<file path="src/rtl/imm_pkg.sv">
// Shared definitions for the instruction-decode stage: opcodes, format codes,
// the stage occupancy states and the XLEN legality check.
package imm_pkg;

  localparam logic [6:0] OPC_LOAD      = 7'b0000011;
  localparam logic [6:0] OPC_MISC_MEM  = 7'b0001111;
  localparam logic [6:0] OPC_OP_IMM    = 7'b0010011;
  localparam logic [6:0] OPC_AUIPC     = 7'b0010111;
  localparam logic [6:0] OPC_OP_IMM_32 = 7'b0011011;
  localparam logic [6:0] OPC_STORE     = 7'b0100011;
  localparam logic [6:0] OPC_OP        = 7'b0110011;
  localparam logic [6:0] OPC_LUI       = 7'b0110111;
  localparam logic [6:0] OPC_OP_32     = 7'b0111011;
  localparam logic [6:0] OPC_BRANCH    = 7'b1100011;
  localparam logic [6:0] OPC_JALR      = 7'b1100111;
  localparam logic [6:0] OPC_JAL       = 7'b1101111;
  localparam logic [6:0] OPC_SYSTEM    = 7'b1110011;

  localparam logic [2:0] FMT_NONE     = 3'd0;
  localparam logic [2:0] FMT_I        = 3'd1;
  localparam logic [2:0] FMT_S        = 3'd2;
  localparam logic [2:0] FMT_B        = 3'd3;
  localparam logic [2:0] FMT_U        = 3'd4;
  localparam logic [2:0] FMT_J        = 3'd5;
  localparam logic [2:0] FMT_CSR_UIMM = 3'd6;

  typedef enum logic [1:0] {
    StEmpty = 2'd0,
    StOne   = 2'd1,
    StTwo   = 2'd2
  } stage_state_e;

  function automatic bit xlen_legal(input int unsigned xlen);
    return (xlen == 32) || (xlen == 64);
  endfunction

endpackage

</file>
<file path="src/rtl/imm_decode_comb.sv">
// Combinational instruction classifier: format code, sign-extended immediate
// and illegal-encoding flag.
module imm_decode_comb
  import imm_pkg::*;
#(
  parameter int unsigned XLEN        = 32,
  parameter bit          SUPPORT_CSR = 1'b1
) (
  input  logic [31:0]     instr,
  output logic [XLEN-1:0] imm,
  output logic [2:0]      fmt,
  output logic            illegal
);

  logic [6:0] opcode;
  assign opcode = instr[6:0];

  always_comb begin
    fmt     = FMT_NONE;
    illegal = 1'b0;
    if (instr[1:0] != 2'b11) begin
      illegal = 1'b1;
    end else begin
      case (opcode)
        OPC_OP_IMM, OPC_LOAD, OPC_JALR, OPC_MISC_MEM: fmt = FMT_I;
        OPC_STORE:            fmt = FMT_S;
        OPC_BRANCH:           fmt = FMT_B;
        OPC_LUI, OPC_AUIPC:   fmt = FMT_U;
        OPC_JAL:              fmt = FMT_J;
        OPC_OP:               fmt = FMT_NONE;
        // funct3[2] selects the immediate-operand CSR forms
        OPC_SYSTEM:           fmt = (SUPPORT_CSR && instr[14]) ? FMT_CSR_UIMM : FMT_I;
        OPC_OP_IMM_32: begin
          if (XLEN == 64) fmt = FMT_I;
          else            illegal = 1'b1;
        end
        OPC_OP_32: begin
          if (XLEN != 64) illegal = 1'b1;
        end
        default:              illegal = 1'b1;
      endcase
    end
  end

  always_comb begin
    imm = '0;
    case (fmt)
      FMT_I:        imm = XLEN'($signed(instr[31:20]));
      FMT_S:        imm = XLEN'($signed({instr[31:25], instr[11:7]}));
      FMT_B:        imm = XLEN'($signed({instr[31], instr[7], instr[30:25], instr[11:8], 1'b0}));
      FMT_U:        imm = XLEN'($signed({instr[31:12], 12'b0}));
      FMT_J:        imm = XLEN'($signed({instr[31], instr[19:12], instr[20], instr[30:21],
                                         1'b0}));
      FMT_CSR_UIMM: imm = XLEN'(instr[19:15]);
      default:      imm = '0;
    endcase
  end

endmodule

</file>
<file path="src/rtl/imm_decode_stage.sv">
// Registered decode stage with valid/ready handshake; optional 2-entry skid
// buffer holding already-decoded entries for full throughput under backpressure.
module imm_decode_stage
  import imm_pkg::*;
#(
  parameter int unsigned XLEN        = 32,
  parameter bit          SUPPORT_CSR = 1'b1,
  parameter bit          SKID        = 1'b1
) (
  input  logic            clk,
  input  logic            rst,
  input  logic            flush,
  input  logic            in_valid,
  output logic            in_ready,
  input  logic [31:0]     in_instr,
  input  logic [XLEN-1:0] in_pc,
  output logic            out_valid,
  input  logic            out_ready,
  output logic [31:0]     out_instr,
  output logic [XLEN-1:0] out_pc,
  output logic [XLEN-1:0] out_imm,
  output logic [2:0]      out_fmt,
  output logic            out_illegal
);

  if (!xlen_legal(XLEN)) begin : gen_xlen_check
    $error("imm_decode_stage: XLEN must be 32 or 64");
  end

  logic [XLEN-1:0] dec_imm;
  logic [2:0]      dec_fmt;
  logic            dec_illegal;

  imm_decode_comb #(
    .XLEN        (XLEN),
    .SUPPORT_CSR (SUPPORT_CSR)
  ) u_decode (
    .instr   (in_instr),
    .imm     (dec_imm),
    .fmt     (dec_fmt),
    .illegal (dec_illegal)
  );

  stage_state_e state_q, state_d;

  logic [31:0]     main_instr_q, skid_instr_q;
  logic [XLEN-1:0] main_pc_q, skid_pc_q;
  logic [XLEN-1:0] main_imm_q, skid_imm_q;
  logic [2:0]      main_fmt_q, skid_fmt_q;
  logic            main_illegal_q, skid_illegal_q;

  logic acc_in, acc_out;
  logic load_main, load_skid, skid_to_main;

  // Ready depends on registered state only when the skid buffer is present.
  assign in_ready  = SKID ? (state_q != StTwo) : ((state_q == StEmpty) || out_ready);
  assign out_valid = (state_q != StEmpty);
  assign acc_in    = in_valid && in_ready;
  assign acc_out   = out_valid && out_ready;

  always_comb begin
    state_d      = state_q;
    load_main    = 1'b0;
    load_skid    = 1'b0;
    skid_to_main = 1'b0;
    if (flush) begin
      state_d = StEmpty;
    end else begin
      case (state_q)
        StEmpty: begin
          if (acc_in) begin
            state_d   = StOne;
            load_main = 1'b1;
          end
        end
        StOne: begin
          if (acc_in && !acc_out) begin
            state_d   = StTwo;
            load_skid = 1'b1;
          end else if (acc_out && !acc_in) begin
            state_d = StEmpty;
          end else if (acc_in && acc_out) begin
            load_main = 1'b1;
          end
        end
        StTwo: begin
          if (acc_out) begin
            state_d      = StOne;
            skid_to_main = 1'b1;
          end
        end
        default: state_d = StEmpty;
      endcase
    end
  end

  always_ff @(posedge clk or posedge rst) begin
    if (rst) begin
      state_q        <= StEmpty;
      main_instr_q   <= '0;
      main_pc_q      <= '0;
      main_imm_q     <= '0;
      main_fmt_q     <= FMT_NONE;
      main_illegal_q <= 1'b0;
      skid_instr_q   <= '0;
      skid_pc_q      <= '0;
      skid_imm_q     <= '0;
      skid_fmt_q     <= FMT_NONE;
      skid_illegal_q <= 1'b0;
    end else begin
      state_q <= state_d;
      if (load_main) begin
        main_instr_q   <= in_instr;
        main_pc_q      <= in_pc;
        main_imm_q     <= dec_imm;
        main_fmt_q     <= dec_fmt;
        main_illegal_q <= dec_illegal;
      end else if (skid_to_main) begin
        main_instr_q   <= skid_instr_q;
        main_pc_q      <= skid_pc_q;
        main_imm_q     <= skid_imm_q;
        main_fmt_q     <= skid_fmt_q;
        main_illegal_q <= skid_illegal_q;
      end
      if (load_skid) begin
        skid_instr_q   <= in_instr;
        skid_pc_q      <= in_pc;
        skid_imm_q     <= dec_imm;
        skid_fmt_q     <= dec_fmt;
        skid_illegal_q <= dec_illegal;
      end
    end
  end

  assign out_instr   = main_instr_q;
  assign out_pc      = main_pc_q;
  assign out_imm     = main_imm_q;
  assign out_fmt     = main_fmt_q;
  assign out_illegal = main_illegal_q;

endmodule

</file>
<file path="config.mk">
export PLATFORM = sky130hd
export DESIGN_NAME = imm_decode_stage
export DESIGN_NICKNAME = d
export VERILOG_FILES = /design/src/rtl/imm_pkg.sv /design/src/rtl/imm_decode_comb.sv /design/src/rtl/imm_decode_stage.sv
export SDC_FILE = /design/constraint.sdc
export NUM_CORES = 1
export LEC_CHECK = 0
export ABC_AREA = 1
export BUFFER_PORTS_ARGS = -buffer_cell sky130_fd_sc_hd__buf_2
export CAP_MARGIN = 5
export CORE_UTILIZATION = 53
export DETAILED_ROUTE_END_ITERATION = 10
export PLACE_DENSITY_LB_ADDON = 0.2
export SLEW_MARGIN = 20
export SYNTH_ARGS = -nofsm -noshare
export SYNTH_HDL_FRONTEND = slang
export SYNTH_HIERARCHICAL = 1
export SYNTH_SLANG_ARGS = --single-unit
export TNS_END_PERCENT = 1
</file>
<file path="constraint.sdc">
create_clock -name clk -period 11.78 [get_ports clk]
set_clock_uncertainty 0.1 [all_clocks]
set_input_delay 0.589 -clock clk [delete_from_list [all_inputs] [get_ports clk]]
set_output_delay 0.589 -clock clk [all_outputs]
set_load 0.05 [all_outputs]
</file>
==> flow_metrics.tcl, run 1 <==
set metrics [dict create \
    violations "DRC" \
    viasPerCell 5.36 \
    drt_iter0_drc 560 \
    antenna_left 0 \
    power.leakage_nw 5.66 \
    ctsHoldBuffers 0 \
    portBuffers 170 \
    yosysUniqueCellTypes 30 \
    path_class "reg -> reg" \
    cts_tree "done" \
    place_congestion 0.867 \
    drive_gt1_share_pct 29.0 \
    min_path_type "in -> async" \
    grt_pass1_vias 7193 \
    syn-cell-area_um2 9670 \
    powerDensity_nw_per_um2 224 \
    cts.repair.resized 0 \
    cp.arrival_ns 3.23 \
    synth_cells 1062 \
    wirelength_um 22700 \
    cts_made_buffers 23 \
    clock.fmax_mhz 340 \
    grt_max_degree 160 \
    yosys_warnings 6 \
    cts.sinks 202 \
    die_y_um 137 \
    hold_violations 0 \
    cts_buffer_depth 3 \
    placed_area_um2 10400 \
    nFillCells 1534 \
    path_cells "inv_2 > o21ai_4 > buf_4 > buf_4 > nand3_1 > o21ai_1 > inv_1" \
    wire_per_inst_um 15.8 \
    path_buf_inv 4 \
    peakVddDrop_uv 170 \
    initial_core_util_pct 54.0 \
    cp_max_fo 105 \
    grt_util_all_layers_pct 24.9 \
    rows 49 \
    finalSetupViolCount 0 \
    area_growth_pct 15.9 \
    slowest_delay_ns 0.93 \
    firstDrtPassIters 8 \
    grt_pass1_wl_um 36900 \
    slowest_stage "buf_4" \
    start_kind "flip-flop" \
    finalMaxSlewViolations 0 \
    seq_area_frac_synth_pct 52.3 \
    drv_cap 0 \
    clkTransAtPathRegs_ns 0.06 \
    dieArea_um2 18800 \
    syn_nets 1131 \
    postLayoutCellArea_um2 11200 \
    ioPinCount 171 \
    multi_input_area_um2 3710 \
    drc 4 \
    worstPathRequired_ns 12.07 \
    fin_crit_sh_pct 25.0 \
    cp-end-kind "flip-flop" \
    htreeDepth 1 \
    status "finished with violations" \
    seq_area_um2 5050 \
    cp_common_cell "buf_4" \
    clk_latency_ns 0.50 \
    overflow 0 \
    syn_area_per_cell_um2 9.11 \
    dieWidth_um 137 \
    finalPower_w 0.00251 \
    path_delay_family "buffers and inverters" \
    core_area_um2 17900 \
    slew_headroom_pct 31.1 \
    root_buffer "clkbuf_16" \
    synth.ff_latch_count 202 \
    vias 7719 \
    layout.nets 1263 \
    tightestPinTransition_ns 1.03 \
    postCtsSetupBuffers 0 \
    antenna_found_initial 2 \
    period_needed_ns 2.94 \
    dp_hpwl_um 14400 \
    rsz0062_at_grt "no" \
    tns_ns 0 \
]
-- path summary, 6_finish.rpt --
kind	startpoint	slack, ns	to	cells after the start
worst max-delay path	state_q[0]	8.84	out_imm[21]	7
worst min-delay path	rst	0.18	out_pc[18]	2
worst max register to register	state_q[0]	8.84	out_imm[21]	7
worst min register to register	skid_imm_q[8]	0.38	skid_imm_q[8]	2
max in group asynchronous	rst	9.88	skid_instr_q[27]	3
min in group clk	in_pc[31]	0.25	skid_pc_q[31]	3
-- final cells by class --
class                           instances  area share (%)
Antenna cell                            2          0.0447
Clock inverter                         10           0.927
Tap cell                              229            2.56
Clock buffer                           30            5.82
Inverter                              127            4.33
Multi-Input combinational cell        664            33.1
Sequential cell                       202            45.1
Timing Repair Buffer                  176            8.11
-- stage by stage --
step	instances	setup WS [ns]	hold slack (ns)	utilization [%]
6_report	1440	8.84	0.182	62.6
5_1_grt	1438	8.58	0.251	62.6
4_1_cts	1438	8.86	0.218	62.6
3_5_place_dp	1398	8.57	0.367	58.3
3_3_place_gp	1398	8.61	0.363	58.3
2_1_floorplan	1062	5.58	0.355	-
-- cell usage in the layout (no fill, tap or decap), types with 2 or more instances in the layout --
| cell type | instances |
|---|---|
| o21ai_0 | 2 |
| a21boi_0 | 6 |
| o21ai_2 | 90 |
| nor2_4 | 2 |
| clkbuf_1 | 2 |
| a21oi_1 | 9 |
| nand2_2 | 22 |
| nand2_1 | 268 |
| o211ai_1 | 98 |
| nor2_2 | 5 |
| inv_2 | 6 |
| nand3_1 | 126 |
| clkbuf_16 | 23 |
| dfrtp_1 | 202 |
| inv_1 | 118 |
| clkbuf_8 | 5 |
| clkinv_2 | 8 |
| buf_4 | 5 |
| o21ai_1 | 11 |
| nor2_1 | 11 |
| bufinv_16 | 2 |
| nand2_4 | 5 |
| diode_2 | 2 |
| buf_2 | 170 |
-- metal layers --
metal | part of all wire, % | GRT usage (%) | wire (um) | up-vias
li1 | - | - | - | 3786
met1 | 45 | 35.1 | 10100 | 3668
met2 | 46 | 39.5 | 10600 | 232
met3 | 7.4 | 5.30 | 1670 | 33
met4 | 1.6 | 5.37 | 370 | 0
met5 | 0 | 0 | 0 | -
-- power breakdown --
part	switching [W]	total (W)	internal, W
sequential	0.000111	0.00101	0.000900
combinational	0.000573	0.000789	0.000216
clock	0.000278	0.000710	0.000432
-- Yosys cell counts (all sizes together) --
master / count / area share (%)
nand4: 2 / 0.19
o21ai: 104 / 8.9
nor2: 19 / 1.2
buf: 43 / 3.7
clkbuf: 26 / 1.0
a21oi: 9 / 0.47
a21boi: 7 / 0.58
nand2: 295 / 12
dfrtp: 202 / 52
o211ai: 98 / 7.6
nor4b: 1 / 0.091
o31ai: 1 / 0.078
nand3: 127 / 6.6
clkinv: 1 / 0.039
nor3: 1 / 0.052
inv: 126 / 4.9
-- registers in the layout (all words and copies together) (netlist names) --
name            count
out_instr          32
out_illegal         1
skid_fmt_q          3
skid_imm_q         32
skid_pc_q          32
skid_instr_q       32
state_q             2
skid_illegal_q      1
out_pc             32
out_imm            32
out_fmt             3
-- kinds of logic (layout without fill, tap and decap cells) --
logic type | Yosys count | count (layout) | synth area share [%]
AND/OR/NAND/NOR | 445 | 445 | 20.5
buffers and inverters | 196 | 343 | 9.65
other | 0 | 2 | 0
AO/OA/AOI/OAI | 219 | 219 | 17.6
flip-flops | 202 | 202 | 52.3
(Power assumes the default switching activity.)
==> run 2, diff against run 1 <==
Clock period 11.78 ns to 3.05 ns, I/O delays scaled along.
==> run 2 against run 1 <==
Net effect: the flow now finishes without violations; wire length rose by 4.8%; register-to-register slack got worse by 7.8 ns; critical path depth rose by 5; hold slack improved by 0.037 ns; setup slack got worse by 7.8 ns; cell count rose by 5.1%; cell area rose by 7.6%.
==> flow_metrics.tcl, run 2 (synthesized netlist as in run 1, its figures left out) <==
set metrics [dict create \
    area_growth_pct 24.7 \
    dieArea_um2 18800 \
    cp_max_fo 21 \
    portBuffers 170 \
    drt_iter0_drc 637 \
    root_buffer "clkbuf_16" \
    cts_made_buffers 23 \
    firstDrtPassIters 6 \
    wire_per_inst_um 15.7 \
    drive_gt1_share_pct 28.0 \
    place_congestion 0.893 \
    wl_met3_um 1330 \
    clock.fmax_mhz 486 \
    grt_pass1_wl_um 38600 \
    postLayoutCellArea_um2 12100 \
    viasPerCell 5.33 \
    finalPower_w 0.0100 \
    wl_met1_um 10800 \
    powerDensity_nw_per_um2 830 \
    core_area_um2 17900 \
    finalSetupViolCount 0 \
    holdWs_ns 0.219 \
    multi_input_area_um2 3710 \
    antenna_left 0 \
    cp-end-kind "flip-flop" \
    vias 8076 \
    dp_hpwl_um 14800 \
    power.leakage_nw 6.00 \
    grt_util_all_layers_pct 26.1 \
    period_needed_ns 2.06 \
    htreeDepth 1 \
    layout.nets 1337 \
    nFillCells 1495 \
    start_kind "primary input" \
    antenna_found_initial 0 \
    wirelength_um 23800 \
    layout_commonest_cell "nand2_1" \
    cp.arrival_ns 2.38 \
    final_cell_mix "268 x nand2_1, 202 x dfrtp_1, 170 x buf_2" \
    overflow 0 \
    wl_met2_um 11100 \
    ioPinCount 171 \
    postCtsSetupBuffers 0 \
    grt_pass1_vias 7675 \
    tns_ns 0 \
    clkTransAtPathRegs_ns 0.06 \
    rows 49 \
    worstPathRequired_ns 3.38 \
    hold_violations 0 \
    drc 0 \
    min_path_type "in -> async" \
    peakVddDrop_uv 562 \
    seq_area_um2 5050 \
    dieWidth_um 137 \
    cts.repair.resized 0 \
    finalMaxSlewViolations 0 \
    drv_cap 0 \
    initial_core_util_pct 54.0 \
    die_y_um 137 \
    r2r_cells 6 \
    rsz0062_at_grt "no" \
    fin_crit_sh_pct 67.5 \
    clk_latency_ns 0.51 \
    top_layer_used "met4" \
    tightestPinTransition_ns 0.760 \
    slew_headroom_pct 49.2 \
    placed_area_um2 10600 \
    n_antenna_cell 0 \
    status "finished clean" \
    cts_tree "done" \
    grt_max_degree 109 \
    post-route-util_pct 67.4 \
    path_class "in -> reg" \
    cts_buffer_depth 3 \
    cts.sinks 202 \
]
==> run 2: cell count changes in the layout (fill, tap and decap cells not counted), sizes merged <==
cell and delta:
buf +6, bufinv +2, clkbuf -3, clkinv -2, clkinvlp +5, diode -2
dlygate4sd3 +68
==> run 2: area by class of cell <==
type                            instances  share of cell area (%)
Clock buffer                           27                    5.15
Tap cell                              229                    2.38
Inverter                              127                    4.00
Multi-Input combinational cell        664                    30.8
Clock inverter                         15                    1.62
Sequential cell                       202                    41.9
Timing Repair Buffer                  250                    14.2
==> run 2: power by group <==
group	leakage, nW	switching (W)	internal, W	total (W)
sequential	2.61	0.000422	0.00348	0.00390
combinational	3.00	0.00225	0.000914	0.00316
clock	0.393	0.00115	0.00181	0.00295
total	6.00	0.00382	0.00620	0.0100
==> run 2: worst paths after layout <==
check                            startpoint               end  slack, ns
hold / removal                          rst        out_pc[19]       0.22
min in group clk                   in_pc[9]      skid_pc_q[9]       0.35
setup / recovery                in_instr[1]       out_imm[12]       0.99
hold reg to reg            skid_instr_q[25]  skid_instr_q[25]       0.38
max in group asynchronous               rst     out_instr[31]       1.85
setup reg to reg                 state_q[0]     out_instr[12]       1.07
==> run 2: timing repair <==
action / in CTS / in global routing
hold buffers: 68 / 0
hold endpoints to repair: 183 / 0
endpoints found under the setup margin: 0 / 0
==> run 2: metrics by stage <==
stage                     cells  setup WS [ns]
after floorplan            1062          0.181
after global placement     1404           1.10
after detailed placement   1404           1.06
after CTS                  1514           1.05
after global routing       1514          0.762
final                      1514          0.992
==> run 2: critical path: stages <==
cell	delay [ns]
dlygate4sd3_1	0.52
buf_2	0.12
nand2_2	0.11
nor2_1	0.26
nand2_1	0.13
inv_1	0.50
nand2_1	0.10
nand2_1	0.08
a21oi_1	0.05
nand3_1	0.08
inv_1	0.07
o211ai_1	0.19
==> run 2: layer usage <==
layer | track usage, % | up-vias
met5 | 0 | -
met4 | 8.42 | 0
met3 | 4.30 | 40
met2 | 41.7 | 240
met1 | 36.3 | 3862
li1 | - | 3934
==> run 3, diff against run 2 <==
Settings changed: CORE_UTILIZATION 53 to 51.
Clock period 3.05 ns to 1.8 ns, I/O delays scaled along.
==> run 3 against run 2 <==
Net effect: non-clock buffer count is 23 higher; core utilization is 0.65 points higher; first-iteration DRC count is 12% lower; cell area is 3.0% higher; count of clock-buffer cells in the layout is 8 higher; register-to-register slack worse by 0.99 ns; die area is 3.9% higher; global-route usage is 0.89 points lower; wire length is 2.3% higher; sequential power is 69% higher; power is 68% higher.
==> flow_metrics.tcl, run 3 (synthesized netlist as in run 1, its figures left out) <==
set metrics [dict create \
    grt_max_degree 76 \
    nFillCells 1427 \
    layout.nets 1362 \
    path_delay_family "simple AND/OR/NAND/NOR gates" \
    drt_iter0_drc 562 \
    start_kind "primary input" \
    core_area_um2 18300 \
    root_buffer "clkbuf_16" \
    overflow 0 \
    viasPerCell 5.32 \
    min_path_type "in -> reg" \
    grt_util_all_layers_pct 25.2 \
    cts.sinks 202 \
    cts_buffer_depth 3 \
    finalMaxSlewViolations 0 \
    path_cells "dlygate4sd3_1 > buf_2 > nand2_4 > nor2_2 > nand2_2 > nand2_2 > nor2_2 > nand2_4 > nand2_4 > nand2_2 > nand2_2 > buf_12 > nand2_2 > o21ai_0 > inv_1" \
    drc 0 \
    cp_common_cell "nand2_2" \
    cts_made_buffers 23 \
    clk_latency_ns 0.50 \
    portBuffers 170 \
    finalSetupViolCount 0 \
    cp-end-kind "flip-flop" \
    area_growth_pct 28.5 \
    htreeDepth 1 \
    hold_violations 0 \
    path_buf_inv 4 \
    antenna_found_initial 0 \
    period_needed_ns 1.76 \
    grt_pass1_wl_um 40000 \
    path_class "in -> reg" \
    rsz0062_at_grt "yes" \
    power.leakage_nw 6.20 \
    wire_per_inst_um 15.8 \
    drv_cap 0 \
    cts_tree "done" \
    place_congestion 0.851 \
    layout_commonest_cell "nand2_1" \
    slowest_stage "dlygate4sd3_1" \
    cp.arrival_ns 2.05 \
    n_antenna_cell 0 \
    wirelength_um 24300 \
    powerDensity_nw_per_um2 1350 \
    peakVddDrop_uv 823 \
    cp_max_fo 12 \
    post-route-util_pct 68.0 \
    vias 8180 \
    worstPathRequired_ns 2.09 \
    die_y_um 140 \
    slew_headroom_pct 70.2 \
    clock.fmax_mhz 567 \
    antenna_left 0 \
    status "finished clean" \
    ioPinCount 171 \
    fin_crit_sh_pct 98.0 \
    dieWidth_um 140 \
    dp_hpwl_um 15900 \
    rows 49 \
    dieArea_um2 19500 \
    tns_ns 0 \
    clkTransAtPathRegs_ns 0.06 \
    initial_core_util_pct 52.9 \
    firstDrtPassIters 5 \
    slowest_delay_ns 0.54 \
    drive_gt1_share_pct 30.5 \
    final_cell_mix "262 x nand2_1, 202 x dfrtp_1, 168 x buf_2" \
    tightestPinTransition_ns 0.448 \
    grt_pass1_vias 7897 \
]
[run 3: cell count changes in the layout (fill, tap and decap cells not counted), moves of 4 or more]
cell / previous run / this run
buf_4: 5 / 18
buf_12: 7 / 14
clkbuf_8: 3 / 10
nor2_1: 11 / 4
nand2_1: 268 / 262
nor2_2: 5 / 11
buf_6: 0 / 4
nand2_4: 5 / 9
[run 3: metal layers]
layer	wire length [um]	vias up	part of all wire [%]	global-route usage, %
li1	-	3985	-	-
met5	0	-	0	0
met1	10700	3908	44	34.8
met4	462	0	1.9	6.71
met3	1470	34	6.0	3.82
met2	11700	253	48	41.6
[run 3: report_power, final]
group | total, W | internal (W) | switching, W | leakage (nW)
clock | 0.00477 | 0.00291 | 0.00186 | 0.394
combinational | 0.00546 | 0.00162 | 0.00384 | 3.20
sequential | 0.00660 | 0.00589 | 0.000708 | 2.61
[run 3: timing repair]
action / in CTS / in global routing
endpoints found under the setup margin: 0 / 104
hold buffers: 69 / 0
endpoints found under the hold margin: 382 / 0
setup buffers: 0 / 4
gates resized for setup: 0 / 30
[run 3: path summary, 6_finish.rpt]
path	to	startpoint	slack (ns)	cells after the start
min in group asynchronous	state_q[0]	rst	0.56	4
hold / removal	skid_instr_q[3]	in_instr[3]	0.001	3
setup / recovery	out_imm[23]	in_instr[1]	0.04	15
max in group asynchronous	skid_imm_q[31]	rst	0.37	5
hold reg to reg	skid_instr_q[17]	skid_instr_q[17]	0.38	2
setup reg to reg	skid_pc_q[14]	state_q[0]	0.08	8
[run 3: cell type report]
type / count / area [um2] / share of cell area, %
Timing Repair Buffer: 273 / 2000 / 16.1
Inverter: 127 / 487 / 3.92
Tap cell: 229 / 287 / 2.31
Clock inverter: 7 / 72.6 / 0.584
Clock buffer: 35 / 721 / 5.80
Multi-Input combinational cell: 665 / 3800 / 30.6
Sequential cell: 202 / 5050 / 40.7
Timing Repair inverter: 1 / 7.51 / 0.0604
[run 3: metrics by stage]
step	hold slack, ns	power [W]	area, um2	setup slack, ns	instances
floorplan	0.0917	0.0107	9680	-1.01	1062
CTS	0.286	0.0169	12300	0.0256	1535
detailed placement	-0.0502	0.0120	10800	0.0447	1424
global route	0.0182	0.0177	12400	-0.0279	1539
global placement	-0.0481	0.0119	10800	0.0787	1424
finish	0.00101	0.0168	12400	0.0364	1539
[run 3: worst reg2reg max path: stages, from the launching register on]
cell	delay (ns)
dfrtp_1	0.43
inv_2	0.09
nand2_2	0.11
nand2_2	0.09
nor2_2	0.18
nand3_4	0.17
buf_6	0.26
nand2_1	0.12
o21ai_2	0.05
